--- src/rtl/snake_pkg.sv ---
// Shared definitions for the snake game-step engine: cell codes, directions,
// FSM states and per-direction address arithmetic on the 16x16 board.
package snake_pkg;

    localparam int         GRID_W     = 16;
    localparam logic [3:0] GRID_MAX   = 4'(GRID_W - 1);
    localparam logic [3:0] CELL_EMPTY = 4'd14;
    localparam logic [3:0] CELL_FOOD  = 4'd15;
    localparam logic [3:0] HEAD_BASE  = 4'd4;

    typedef enum logic [1:0] {
        DIR_UP    = 2'd0,
        DIR_DOWN  = 2'd1,
        DIR_LEFT  = 2'd2,
        DIR_RIGHT = 2'd3
    } dir_e;

    typedef enum logic [3:0] {
        ST_INIT, ST_IDLE, ST_CHK, ST_EVAL, ST_WR_HEAD,
        ST_RD_TAIL, ST_TAIL_CLR, ST_FOOD_RD, ST_FOOD_EVAL, ST_OVER
    } state_e;

    function automatic logic [7:0] dir_offset(dir_e d);
        case (d)
            DIR_UP:   return 8'(-GRID_W);
            DIR_DOWN: return 8'(GRID_W);
            DIR_LEFT: return 8'hFF;
            default:  return 8'd1;
        endcase
    endfunction

    // Up/down and left/right differ only in bit 0.
    function automatic dir_e opposite_dir(dir_e d);
        return dir_e'(d ^ 2'b01);
    endfunction

endpackage

--- src/rtl/snake_mover_if.sv ---
// Board RAM port: the mover drives address/write, the RAM returns registered read data.
interface snake_mover_if;
    logic [7:0] ram_addr;
    logic       ram_we;
    logic [3:0] ram_wdata;
    logic [3:0] ram_rdata;

    modport master (output ram_addr, output ram_we, output ram_wdata, input ram_rdata);
    modport slave  (input ram_addr, input ram_we, input ram_wdata, output ram_rdata);
endinterface

--- src/rtl/snake_next_cell.sv ---
// Neighbour cell address in a given direction, flagging moves that leave the board.
module snake_next_cell
    import snake_pkg::*;
(
    input  logic [7:0] addr,
    input  dir_e       dir,
    output logic [7:0] next_addr,
    output logic       edge_hit
);
    logic [3:0] row;
    logic [3:0] col;

    assign row       = addr[7:4];
    assign col       = addr[3:0];
    assign next_addr = addr + dir_offset(dir);

    always_comb begin
        edge_hit = 1'b0;
        case (dir)
            DIR_UP:    edge_hit = (row == 4'd0);
            DIR_DOWN:  edge_hit = (row == GRID_MAX);
            DIR_LEFT:  edge_hit = (col == 4'd0);
            default:   edge_hit = (col == GRID_MAX);
        endcase
    end
endmodule

--- src/rtl/snake_mover.sv ---
// Game-step engine: sole writer of the board RAM. Each tick moves the head,
// detects collisions, then clears the tail or grows and places new food.
module snake_mover
    import snake_pkg::*;
#(
    parameter logic [7:0] INIT_HEAD = 8'd136,
    parameter logic [7:0] INIT_TAIL = 8'd152,
    parameter logic [1:0] INIT_DIR  = 2'd2
) (
    input  logic          clk,
    input  logic          rst,
    input  logic          tick,
    input  logic          dir_valid,
    input  logic [1:0]    dir_req,
    input  logic [7:0]    rand_addr,
    snake_mover_if.master ram,
    output logic          busy,
    output logic          game_over,
    output logic [7:0]    score
);
    state_e     state_q, state_d;
    logic [7:0] head_q, head_d, tail_q, tail_d;
    logic [7:0] food_try_q, food_try_d, score_q, score_d;
    dir_e       heading_q, heading_d, pend_q, pend_d;
    logic       grow_q, grow_d;

    logic [7:0] head_next, tail_next;
    logic       head_edge, tail_edge;
    dir_e       tail_dir, req_dir;

    assign tail_dir = dir_e'(ram.ram_rdata[1:0]);
    assign req_dir  = dir_e'(dir_req);

    snake_next_cell u_head_next (
        .addr(head_q), .dir(heading_q), .next_addr(head_next), .edge_hit(head_edge)
    );
    snake_next_cell u_tail_next (
        .addr(tail_q), .dir(tail_dir), .next_addr(tail_next), .edge_hit(tail_edge)
    );

    always_ff @(posedge clk or posedge rst) begin
        if (rst) begin
            state_q    <= ST_INIT;
            head_q     <= INIT_HEAD;
            tail_q     <= INIT_TAIL;
            heading_q  <= dir_e'(INIT_DIR);
            pend_q     <= dir_e'(INIT_DIR);
            grow_q     <= 1'b0;
            food_try_q <= '0;
            score_q    <= '0;
        end else begin
            state_q    <= state_d;
            head_q     <= head_d;
            tail_q     <= tail_d;
            heading_q  <= heading_d;
            pend_q     <= pend_d;
            grow_q     <= grow_d;
            food_try_q <= food_try_d;
            score_q    <= score_d;
        end
    end

    always_comb begin
        state_d       = state_q;
        head_d        = head_q;
        tail_d        = tail_q;
        heading_d     = heading_q;
        pend_d        = pend_q;
        grow_d        = grow_q;
        food_try_d    = food_try_q;
        score_d       = score_q;
        ram.ram_addr  = '0;
        ram.ram_we    = 1'b0;
        ram.ram_wdata = CELL_EMPTY;

        if (dir_valid && req_dir != opposite_dir(heading_q))
            pend_d = req_dir;

        case (state_q)
            ST_INIT: state_d = ST_FOOD_RD;
            ST_IDLE: if (tick) begin
                heading_d = pend_q;
                state_d   = ST_CHK;
            end
            ST_CHK: begin
                ram.ram_addr = head_next;
                state_d      = ST_EVAL;
            end
            ST_EVAL: begin
                // Anything but empty or food (incl. reserved codes and the tail) is fatal.
                if (head_edge || ram.ram_rdata < CELL_EMPTY) begin
                    state_d = ST_OVER;
                end else begin
                    ram.ram_addr  = head_q;
                    ram.ram_we    = 1'b1;
                    ram.ram_wdata = {2'b00, heading_q};
                    grow_d        = (ram.ram_rdata == CELL_FOOD);
                    state_d       = ST_WR_HEAD;
                end
            end
            ST_WR_HEAD: begin
                ram.ram_addr  = head_next;
                ram.ram_we    = 1'b1;
                ram.ram_wdata = HEAD_BASE + {2'b00, heading_q};
                head_d        = head_next;
                if (grow_q) begin
                    if (score_q != 8'hFF) score_d = score_q + 8'd1;
                    state_d = ST_FOOD_RD;
                end else begin
                    state_d = ST_RD_TAIL;
                end
            end
            ST_RD_TAIL: begin
                ram.ram_addr = tail_q;
                state_d      = ST_TAIL_CLR;
            end
            ST_TAIL_CLR: begin
                ram.ram_addr  = tail_q;
                ram.ram_we    = 1'b1;
                ram.ram_wdata = CELL_EMPTY;
                // A well-formed board never points the tail off-grid; hold rather than wrap.
                if (!tail_edge) tail_d = tail_next;
                state_d = ST_IDLE;
            end
            ST_FOOD_RD: begin
                ram.ram_addr = rand_addr;
                food_try_d   = rand_addr;
                state_d      = ST_FOOD_EVAL;
            end
            ST_FOOD_EVAL: begin
                if (ram.ram_rdata == CELL_EMPTY) begin
                    ram.ram_addr  = food_try_q;
                    ram.ram_we    = 1'b1;
                    ram.ram_wdata = CELL_FOOD;
                    state_d       = ST_IDLE;
                end else begin
                    state_d = ST_FOOD_RD;
                end
            end
            ST_OVER: state_d = ST_OVER;
            default: state_d = ST_INIT;
        endcase
    end

    assign busy      = (state_q != ST_IDLE) && (state_q != ST_OVER);
    assign game_over = (state_q == ST_OVER);
    assign score     = score_q;
endmodule

--- src/flat_wrapper.sv ---
// flat-port wrapper written by rule: the top's interface ports become plain ports
module snake_mover_flat import snake_pkg::*;
#(
    parameter logic [7:0] INIT_HEAD = 8'd136,
    parameter logic [7:0] INIT_TAIL = 8'd152,
    parameter logic [1:0] INIT_DIR  = 2'd2
)
  (clk, rst, tick, dir_valid, dir_req, rand_addr, busy, game_over, score, ram_ram_addr, ram_ram_we, ram_ram_wdata, ram_ram_rdata);
  snake_mover_if ram_i ();
  input  logic clk;
  input  logic rst;
  input  logic tick;
  input  logic dir_valid;
  input  logic [1:0] dir_req;
  input  logic [7:0] rand_addr;
  output logic busy;
  output logic game_over;
  output logic [7:0] score;
  output wire logic [$bits(ram_i.ram_addr)-1:0] ram_ram_addr;
  output wire logic [$bits(ram_i.ram_we)-1:0] ram_ram_we;
  output wire logic [$bits(ram_i.ram_wdata)-1:0] ram_ram_wdata;
  input wire logic [$bits(ram_i.ram_rdata)-1:0] ram_ram_rdata;
  assign ram_ram_addr = ram_i.ram_addr;
  assign ram_ram_we = ram_i.ram_we;
  assign ram_ram_wdata = ram_i.ram_wdata;
  assign ram_i.ram_rdata = ram_ram_rdata;
  snake_mover #(.INIT_HEAD(INIT_HEAD), .INIT_TAIL(INIT_TAIL), .INIT_DIR(INIT_DIR)) u_core (.clk(clk), .rst(rst), .tick(tick), .dir_valid(dir_valid), .dir_req(dir_req), .rand_addr(rand_addr), .ram(ram_i), .busy(busy), .game_over(game_over), .score(score));
endmodule
--- config.mk ---
export PLATFORM = sky130hd
export DESIGN_NAME = snake_mover_flat
export DESIGN_NICKNAME = d
export VERILOG_FILES = /design/src/rtl/snake_pkg.sv /design/src/rtl/snake_mover_if.sv /design/src/rtl/snake_next_cell.sv /design/src/rtl/snake_mover.sv /design/src/flat_wrapper.sv
export SDC_FILE = /design/constraint.sdc
export NUM_CORES = 1
export LEC_CHECK = 0
export BUFFER_PORTS_ARGS = -buffer_cell sky130_fd_sc_hd__buf_2
export CORE_AREA = 2 2 84 102
export CTS_CLUSTER_SIZE = 8
export DETAILED_ROUTE_END_ITERATION = 8
export DIE_AREA = 0 0 86 104
export GPL_ROUTABILITY_DRIVEN = 1
export PLACE_DENSITY = 0.65
export SLEW_MARGIN = 20
export SYNTH_ARGS = -nofsm -noshare
export SYNTH_HDL_FRONTEND = slang
export SYNTH_SLANG_ARGS = --single-unit
--- constraint.sdc ---
create_clock -name clk -period 6.3 [get_ports clk]
set_clock_uncertainty 0.2 [all_clocks]
set_input_delay 1.26 -clock clk [delete_from_list [all_inputs] [get_ports clk]]
set_output_delay 1.26 -clock clk [all_outputs]
set_load 0.01 [all_outputs]
## After elaboration in Yosys (flattened, before gate mapping)

Cells that the tools add are included.
Widths: inputs -> output; s select.

- Reduce and logical (&&, ||, !) cells: 17
- Multiplexer cells: 18
- Add/subtract/negate cells: 4
- Bitwise gates (word level): 3
- Magnitude comparators: 1
- Equality and inequality tests: 24

Operators by type and width:

| operator | number |
|---|---|
| $pmux 8 s3 | 2 |
| $pmux 4 s10 | 1 |
| $pmux 8 s5 | 1 |
| $eq 4x4->1 const B | 8 |
| $logic_not 4->1 | 5 |
| $add 8x8->8 | 2 |
| $eq 4x3->1 const B | 4 |
| $mux 8 | 2 |
| $mux 4 | 3 |
| $pmux 4 s3 | 1 |
| $pmux 1 s3 | 3 |
| $add 8x1->8 const B | 1 |
| $eq 4x2->1 const B | 2 |
| $ne 8x8->1 const B | 1 |
| $reduce_and 2->1 | 3 |
| $reduce_or 2->1 | 3 |
| $add 3x2->4 const A | 1 |
| $eq 2x1->1 const B | 2 |
| $eq 2x2->1 const B | 2 |
| $eq 4x1->1 const B | 1 |
| $logic_not 2->1 | 2 |
| $lt 4x4->1 const B | 1 |
| $ne 4x1->1 const B | 1 |
| $ne 4x4->1 const B | 1 |
| other kinds (9) | 14 |

- Flip-flop bits (word level): 41
- Logic and storage cells: 75
- Output and inout port bits: 23
- Bits of input ports: 18

## Longest topological paths before layout

Gate-level depths: netlist of run 1.

- Depth in word-level cells: 5
- Mapped depth: 10
- Gate-level depth less buffers: 9

## Modules after synthesis

A second synthesis of run 1 with hierarchy kept.

- Cell total of the unflattened synthesis: 276
- Area, all modules: 2778.9 µm²

Modules (own cells, without submodules):

| module | instances | cells each | area an instance (µm²) | sequential area each (µm²) |
|---|---|---|---|---|
| snake_mover | 1 | 183 | 2063.2 | 1034.7 |
| snake_next_cell at u_core.u_head_next | 1 | 47 | 361.6 | 0.0 |
| snake_next_cell at u_core.u_tail_next | 1 | 46 | 354.1 | 0.0 |

## Worst setup path before layout of run 1

Ideal clock, no wire load.

- Kind: input to output
- Start point: in ram_ram_rdata[1]
- End point: out ram_ram_addr[0]
- Path slack: 2.193 ns
- Data arrival time: 2.647 ns
- Stages on the path: 6
- Buffers on the path: 1
- Required time: 4.840 ns
- Cells stage by stage: buf_2 > nand3_1 > or4_1 > nor3_1 > o21ai_2 > o21ai_0

- Word-level cells in the longest chain between the ends: 4
- Elaborated cells between the ends (all ways): 6
- Classes of those cells: 1 x order compare; 1 x eq/ne; 3 x mux; 1 x reduce/logical

RTL lines:

| element | line | RTL |
|---|---|---|
| start: declaration | flat_wrapper.sv:22 | `input wire logic [$bits(ram_i.ram_rdata)-1:0] ram_ram_rdata;` |
| $lt 4x4->1 | snake_mover.sv:91 | `if (head_edge \|\| ram.ram_rdata < CELL_EMPTY) begin` |
| $logic_or 1x1->1 | snake_mover.sv:91 |  |
| $mux 8 | snake_mover.sv:91 |  |
| $pmux 8 s5 * | snake_mover.sv:79 | `case (state_q)` |
| end: declaration | flat_wrapper.sv:19 | `output wire logic [$bits(ram_i.ram_addr)-1:0] ram_ram_addr;` |

Every way passes the cells marked *; elsewhere a longest branch is shown, timed or not.

## Worst setup path in the final report of run 1

- Start point: reg u_core.heading_q[1]
- End point: out ram_ram_addr[4]

- Word-level cells in the longest chain between the ends: 5
- Elaborated cells between the ends (all ways): 9
- Classes of those cells: 1 x add/sub; 2 x eq/ne; 4 x mux; 2 x reduce/logical

RTL lines:

| element | line | RTL |
|---|---|---|
| start: declaration | snake_mover.sv:24 | `dir_e heading_q, heading_d, pend_q, pend_d;` |
| start signal: assignment | snake_mover.sv:46 | `heading_q <= dir_e'(INIT_DIR);` |
| start signal: assignment | snake_mover.sv:55 | `heading_q <= heading_d;` |
| branches (longest 4 deep; another with $add 8x8->8) | - |  |
| $pmux 8 s5 * | snake_mover.sv:79 |  |

Every way passes the cells marked *.

==> results.txt, run 1 <==
The antenna cell count is 0. The number of nets still failing antenna checks after routing came out at 0. The horizontal die dimension came out at 86 um. The final layout contains routed wiring with a total length of 7670 um. Dividing the final minimum period by the clock period gives 72.4%. The number of unique standard cell types used by synthesis is 61. Pin placement for this block handled 41 I/O pins. The post-synthesis instance area came out at 3090 sq um. The violation count after the first detailed-route iteration is 174. Across the run, the number of max-cap violations was 0. The count of yosys warnings during synthesis is 0. In this run the mean area of a mapped cell was 8.84 sq um. The congestion estimate from routability-driven global placement came to around 0.87. Along the worst hold path, the cell count comes to 1.

After legalization and detailed placement, the total HPWL measured about 5800 um. The post-placement cell count is 470. The beginning of the worst hold path is u_core.score[7]. In this run the critical register-to-register path is captured at u_core.head_q[6].

The post-cts hold buffer count is 0. The quantity of I/O buffers inserted on ports came out at 40. The flow ran to the end, but the final reports show violations. Across every metal layer, demand over resource in global routing totals 17.9%.

STA classifies the critical path endpoint as a primary output. The biggest area contributor in the post-synthesis netlist is sky130_fd_sc_hd__dfrtp_1. The total number of H-tree levels is 2. Summed over all failing endpoints, the final setup total negative slack is 0 ns. The worst hold path terminates at u_core.score[7]. The initial antenna violation count came out at 0.

The final cell count without fillers came out at roughly 480. After synthesis, the most frequently instantiated cells are 34 x sky130_fd_sc_hd__dfrtp_1, 32 x sky130_fd_sc_hd__nand2_1, 25 x sky130_fd_sc_hd__nor2_1, 23 x sky130_fd_sc_hd__inv_1, 22 x sky130_fd_sc_hd__mux2_2. The share of final-layout standard cells stronger than drive strength 1 is a little under a quarter.

The power density over the cells is 163 nW/um^2. The count of unresolved DRC violations after routing is 1. By startpoint and endpoint, the worst setup path is classified as register to primary output. The highest clock rate is 219 MHz. TritonCTS built the clock tree. The most repeated cell in the gate-level netlist after synthesis is sky130_fd_sc_hd__dfrtp_1. Post-CTS repair changed the size of 0 cells. Yosys attributes the largest share of cell area to sky130_fd_sc_hd__dfrtp_1 28%, sky130_fd_sc_hd__mux2_2 8.0%, sky130_fd_sc_hd__dfstp_2 5.9%. The area of the die came out at 8940 sq um. In this run, synthesis produced a sequential element count of just over 40. Of the total power, the share spent switching nets is 25.8%.

The number of nets in the synthesized netlist is 380. The area share of the largest cell type after synthesis is 27.5%. After filler insertion, the fill cell instance count of the layout stands at around 780. The analysis attributes to net switching a power of 0.145 mW. The required time of the worst setup path is approximately 4.8 ns. The relative slew slack came out at 39.2%. The number of setup violations in the final report is 0. STA classifies the critical path startpoint as a register. The maximum number of pins on one net before global-route repair came out at 42. The total clock buffers created by CTS came out at 5. The area growth from synthesis to layout is 12.0%. The internal power of the cells came out at 0.419 mW. The share of flip-flops with an asynchronous set or reset came out at 100%. The first detailed-routing pass took 7 iterations. The gate count of the mapped netlist came out at 350. The final max-slew violation count came out at 0. The initial core utilization is 38.8%. The initialized floorplan defines 36 standard-cell rows. The maximum fanout count along the critical path is 13. The tree is rooted in a sky130_fd_sc_hd__clkbuf_8. The cell count of the worst reg-to-reg path is 8. For this design the static power due to leakage is 1.50 nW.

Setup repair after global routing left no endpoint under its margin. The share of synthesized area occupied by flip-flops and latches came out at 33.5%. The total global routing overflow is 0. The final-stage net count came out at 412. The part of the total power dissipated in combinational logic came out at between 10% and 20%. The final reports fail on DRC. The number of clock sinks came out at 41. The most common flop cell mapped by yosys is sky130_fd_sc_hd__dfrtp_1. The average wire length per cell after detail routing came out at 16.0 um. The area of the core is 7970 sq um.

The clock insertion delay at the later pin of the skew report is 0.30 ns. At the pin with the least slew margin, the transition time is 0.901 ns. After detailed routing, the number of vias per cell comes to 5.81.

Data on the critical path arrives at its endpoint at 3.10 ns. The number of enable flip-flop cells after synthesis is 0. The post-route minimum period came out at 4.56 ns. The worst-case register-to-register setup slack is 3.29 ns. The vertical die dimension is 104 um. The number of hold violations in the final report is 0.

The clock transition at the registers of the reported paths came out at 0.09 ns. The via count of the first global-routing pass came out at 2632. The first-pass GRT wire length is roughly 13000 um. IR analysis of the VDD net gives a maximum drop of 109 uV. In this run the critical register-to-register path is launched from u_core.heading_q[1]. In this run the worst hold path is classified as register to register.

The maximum clock path buffer count is 2. The share of power burned in registers came out at around half. The post-CTS setup buffer count is 0. The clock share of power came out at 39.9%. The via count came out at approximately 2800.
## worst max-delay path, stage by stage (launching register included)
cell	delay [ns]
sky130_fd_sc_hd__dfstp_2	0.66
sky130_fd_sc_hd__nor2b_1	0.57
sky130_fd_sc_hd__xnor2_1	0.14
sky130_fd_sc_hd__ha_1	0.26
sky130_fd_sc_hd__or3_1	0.35
sky130_fd_sc_hd__a21oi_1	0.22
sky130_fd_sc_hd__nor2_1	0.09
sky130_fd_sc_hd__xnor2_1	0.21
sky130_fd_sc_hd__o221ai_1	0.15
sky130_fd_sc_hd__buf_2	0.16
## worst max-delay path by stage
stage / from / to / slack [ns] / depth (start not counted)
after floorplan: ram_ram_rdata[1] / ram_ram_addr[0] / 2.19 / 6
after global placement: ram_ram_rdata[1] / ram_ram_addr[4] / 2.02 / 7
after detailed placement: ram_ram_rdata[1] / ram_ram_addr[5] / 1.96 / 7
after CTS: u_core.heading_q[1] / ram_ram_addr[4] / 1.77 / 9
after global routing: u_core.heading_q[1] / ram_ram_addr[4] / 1.54 / 9
final: u_core.heading_q[1] / ram_ram_addr[4] / 1.74 / 9
## cells by family (layout without fill, tap and decap cells)
logic type | after synthesis | count (layout) | share of synthesized area [%]
AOI/OAI and AO/OA | 90 | 90 | 20.9
xor gates and xnor gates | 22 | 22 | 6.23
adders and majority gates | 12 | 12 | 5.10
buffers and inverters | 40 | 73 | 5.34
DFF | 41 | 41 | 33.5
muxes | 25 | 25 | 8.98
and+or+nand+nor | 120 | 120 | 20.0
## layout by cell type (no fill, tap or decap), drive strengths merged, types with 4 or more instances in the layout
master / count
buf: 42
dfrtp: 34
nand2: 32
nor2: 26
inv: 23
mux2: 22
a21oi: 16
xnor2: 16
o21ai: 15
nand3: 11
nor3: 11
ha: 11
a22oi: 9
nand4: 7
dfstp: 7
or4: 7
xor2: 6
o2111ai: 6
or3: 5
clkbuf: 5
nand2b: 4
nor2b: 4
o211ai: 4
## layer usage
metal / routed length [um] / share of wire, % / global-route usage [%] / vias up
met5: 0 / 0 / 0 / -
met4: 150 / 2.0 / 6.46 / 0
met3: 293 / 3.8 / 2.70 / 10
met2: 3860 / 50 / 29.8 / 63
met1: 3360 / 44 / 23.3 / 1340
li1: - / - / - / 1365
## final cells by class
class / instances / area, sq um / area share, %
Multi-Input combinational cell: 269 / 1890 / 54.7
Clock inverter: 3 / 46.3 / 1.34
Timing Repair Buffer: 42 / 215 / 6.21
Inverter: 23 / 86.3 / 2.49
Tap cell: 95 / 119 / 3.43
Sequential cell: 41 / 1030 / 29.9
Clock buffer: 5 / 68.8 / 1.99
## power by group through the flow
stage / clock [mW] / combinational [mW] / sequential [mW]
final: 0.225 / 0.0588 / 0.280
after global routing: 0.238 / 0.0671 / 0.281
after global placement: 0 / 0.0577 / 0.285
after CTS: 0.229 / 0.0595 / 0.280
after floorplan: 0 / 0.0425 / 0.283
after detailed placement: 0 / 0.0592 / 0.285
## registers in the layout, indices dropped and copies added, names as in the netlist
name               flops
u_core.food_try_q      8
u_core.grow_q          1
u_core.head_q          8
u_core.heading_q       2
u_core.pend_q          2
u_core.score           8
u_core.state_q         4
u_core.tail_q          8
## per-stage QoR
step	utilization, %	hold WS [ns]	setup WS (ns)	instance area [sq um]	power [mW]
6_report	43.4	0.290	1.74	3460	0.564
5_1_grt	43.4	0.313	1.54	3460	0.586
4_1_cts	43.4	0.295	1.77	3460	0.568
3_5_place_dp	42.0	0.282	1.96	3350	0.344
3_3_place_gp	42.0	0.278	2.02	3350	0.342
2_1_floorplan	-	0.278	2.19	3090	0.325
Power figures use the tool's default switching activity.
==> run 2, diff against run 1 <==
Clock period 6.3 ns to 4.75 ns, I/O delays scaled along.
==> results.txt, run 2 (synthesis results as in run 1) <==
The number of antenna diodes in the final layout is 0. The initial antenna violation count is 0. Entering global routing, the biggest net connects 42 pins. The total of fill cells in the finished design is 813. The H-tree was split into 2 levels.

The number of vias per cell came out at around 5.9. The number of hold violations in the final report came out at 0. For the worst-skew pair, the clock arrives at the later sink with an insertion delay of 0.30 ns. For this design, the CTS-stage hold fixing added 0 buffers. The accumulated negative setup slack came out at 0 ns.

The die is around 100 um tall. The area growth from synthesis to layout is 12.9%. The area of all placed cells without fillers came out at around 3500 sq um.

The number of setup violations in the final report is 0. The sequential standard cell area came out at 1030 sq um. The first-pass GRT wire length came out at 12800 um. In this run the deepest clock path goes through 2 buffers.

The worst voltage drop across the vdd grid came out at 114 uV. Buffers inserted during clock tree synthesis total 5. For this run, the total global-route usage over all layers was measured as between 10% and 20%. The data arrival at the endpoint of the critical path is approximately 3 ns. The area of the die is 8940 sq um. Leaving out fill and tap cells, the most frequent cells in the layout are 40 x sky130_fd_sc_hd__buf_2, 34 x sky130_fd_sc_hd__dfrtp_1, 32 x sky130_fd_sc_hd__nand2_1. Counting stages on the worst path, the most repeated cell is sky130_fd_sc_hd__a21o_1. The critical setup path kind is register to primary output.

The violation count after the first detailed-route iteration came out at 144. Wires add up to 7580 um. The count of unresolved DRC violations after routing is 1. The most common cell after layout, fill and taps aside is sky130_fd_sc_hd__buf_2.

The worst path uses between 80% and 90% of the clock period. Clock tree synthesis selected as its root buffer the cell sky130_fd_sc_hd__clkbuf_8. The worst-case register-to-register setup slack is approximately 1.8 ns. STA classifies the critical path startpoint as a register. The via count of the first global-routing pass was 2664. The number of instances resized during post-cts repair came out at 0. The post-CTS setup buffer count came out at 0. The post-route minimum period came out at 4.21 ns. The area of the core came out at 7970 sq um.

The family of cells with the greatest summed delay on the critical path is simple AND/OR/NAND/NOR gates. The checks that failed: DRC. The number of max-cap violations is 0.

The total routed wire length on the met1 layer came out at 3280 um. The area of placed instances is 3360 sq um. The initial core utilization is 38.8%. The slew at the pin with the worst max-slew slack is 0.909 ns. In the final routed layout, each cell accounts on average for ~16 um. The met3 layer wire length in the routed design came out at 354 um. After clock tree synthesis, the clock-pin slew on the worst setup and hold paths is 0.09 ns. The amount of wire on met2 after detailed routing is approximately 3900 um. The clock net in this run drives a total of 41 sinks. The tightest min-delay check is of the register to register type. The detailed router placed 2807 vias in this run. The final weighted congestion in routability-driven placement is 0.884. The worst path meets setup with 0.542 ns of slack. The worst setup path is captured at a primary output. On the worst path, the slowest cell contributes a delay of 0.65 ns.

The share of final-layout standard cells stronger than drive strength 1 is between 20% and 30%. The final cell utilization of the core is a little over two fifths. The detailed placer's ending HPWL came out at approximately 5800 um. The first TritonRoute pass finished after 6 iterations. The required time of the worst setup path came out at 3.60 ns.

The final max-slew violation count came out at 0. The total global routing overflow is 0. After detailed routing, no signal wire sits above met4.

The final-stage net count is a little over 400. The relative slew slack came out at 38.6%. Setup repair after global routing left no endpoint under its margin.

Power spread over the standard cell area amounts to 228 nW/um^2. The static power due to leakage came out at 1.52 nW. The number of buffers and inverters on the critical path is 1.

The post-placement setup slack is between 0.9 and 1 ns. The worst hold slack came out at 0.305 ns. The run finished, with violations left. The slowest stage of the critical path is the sky130_fd_sc_hd__dfstp_2 cell. The number of ports placed on the die boundary is 41.

The quantity of I/O buffers inserted on ports came out at 40. The highest clock rate came out at 238 MHz. The number of nets still failing antenna checks after routing is 0.

Traced cell by cell, the critical path runs through nor2b_1, xnor2_1, ha_1, or3_1, a21o_1, a21o_1, o211ai_1, o2111ai_1, buf_2. The floorplan has 36 rows. The horizontal die dimension is 86 um. TritonCTS built the clock tree.

The maximum fanout count along the critical path is 13. Summing all multi-input logic gate instances after layout gives 1890 sq um.
==> run 2: routing by layer <==
layer / GRT usage [%] / up-vias
li1: - / 1370
met1: 22.7 / 1361
met2: 29.6 / 72
met3: 2.46 / 4
met4: 5.44 / 0
met5: 0 / -
==> run 2: final cells by class <==
cell class / count / share of cell area (%)
sequential: 41 / 29.6
tap: 95 / 3.40
clock inverter: 3 / 1.97
clock buffer: 5 / 1.97
multi-input combinational: 269 / 54.2
timing repair buffer: 43 / 6.38
inverter: 23 / 2.47
==> run 2: power by group <==
group	switching [mW]	internal, mW	leakage [nW]
combinational	0.0416	0.0359	0.941
clock	0.135	0.212	0.0687
sequential	0.00992	0.362	0.508
==> run 2: worst paths after layout <==
path	startpoint	to	depth (start not counted)
min in group asynchronous	rst	u_core.state_q[1]	3
max	u_core.heading_q[1]	ram_ram_addr[6]	9
max reg2reg	u_core.heading_q[1]	u_core.head_q[6]	8
min reg2reg	u_core.score[7]	u_core.score[7]	1
max in group asynchronous	rst	u_core.head_q[7]	3
min	u_core.score[7]	u_core.score[7]	1
==> run 2: worst register-to-register path, delay by kind of cell, from the launching register on <==
family | cells | cell delay (ns)
XOR/XNOR | 2 | 0.27
flip-flops | 1 | 0.65
AND/OR/NAND/NOR | 2 | 0.89
adder cells (fa/ha/maj) | 1 | 0.26
AO/OA/AOI/OAI | 3 | 0.61
==> run 2: per-stage QoR <==
step	instances	total power, mW
2_1_floorplan	350	0.431
3_3_place_gp	471	0.454
3_5_place_dp	471	0.456
4_1_cts	479	0.805
5_1_grt	479	0.831
6_report	479	0.796
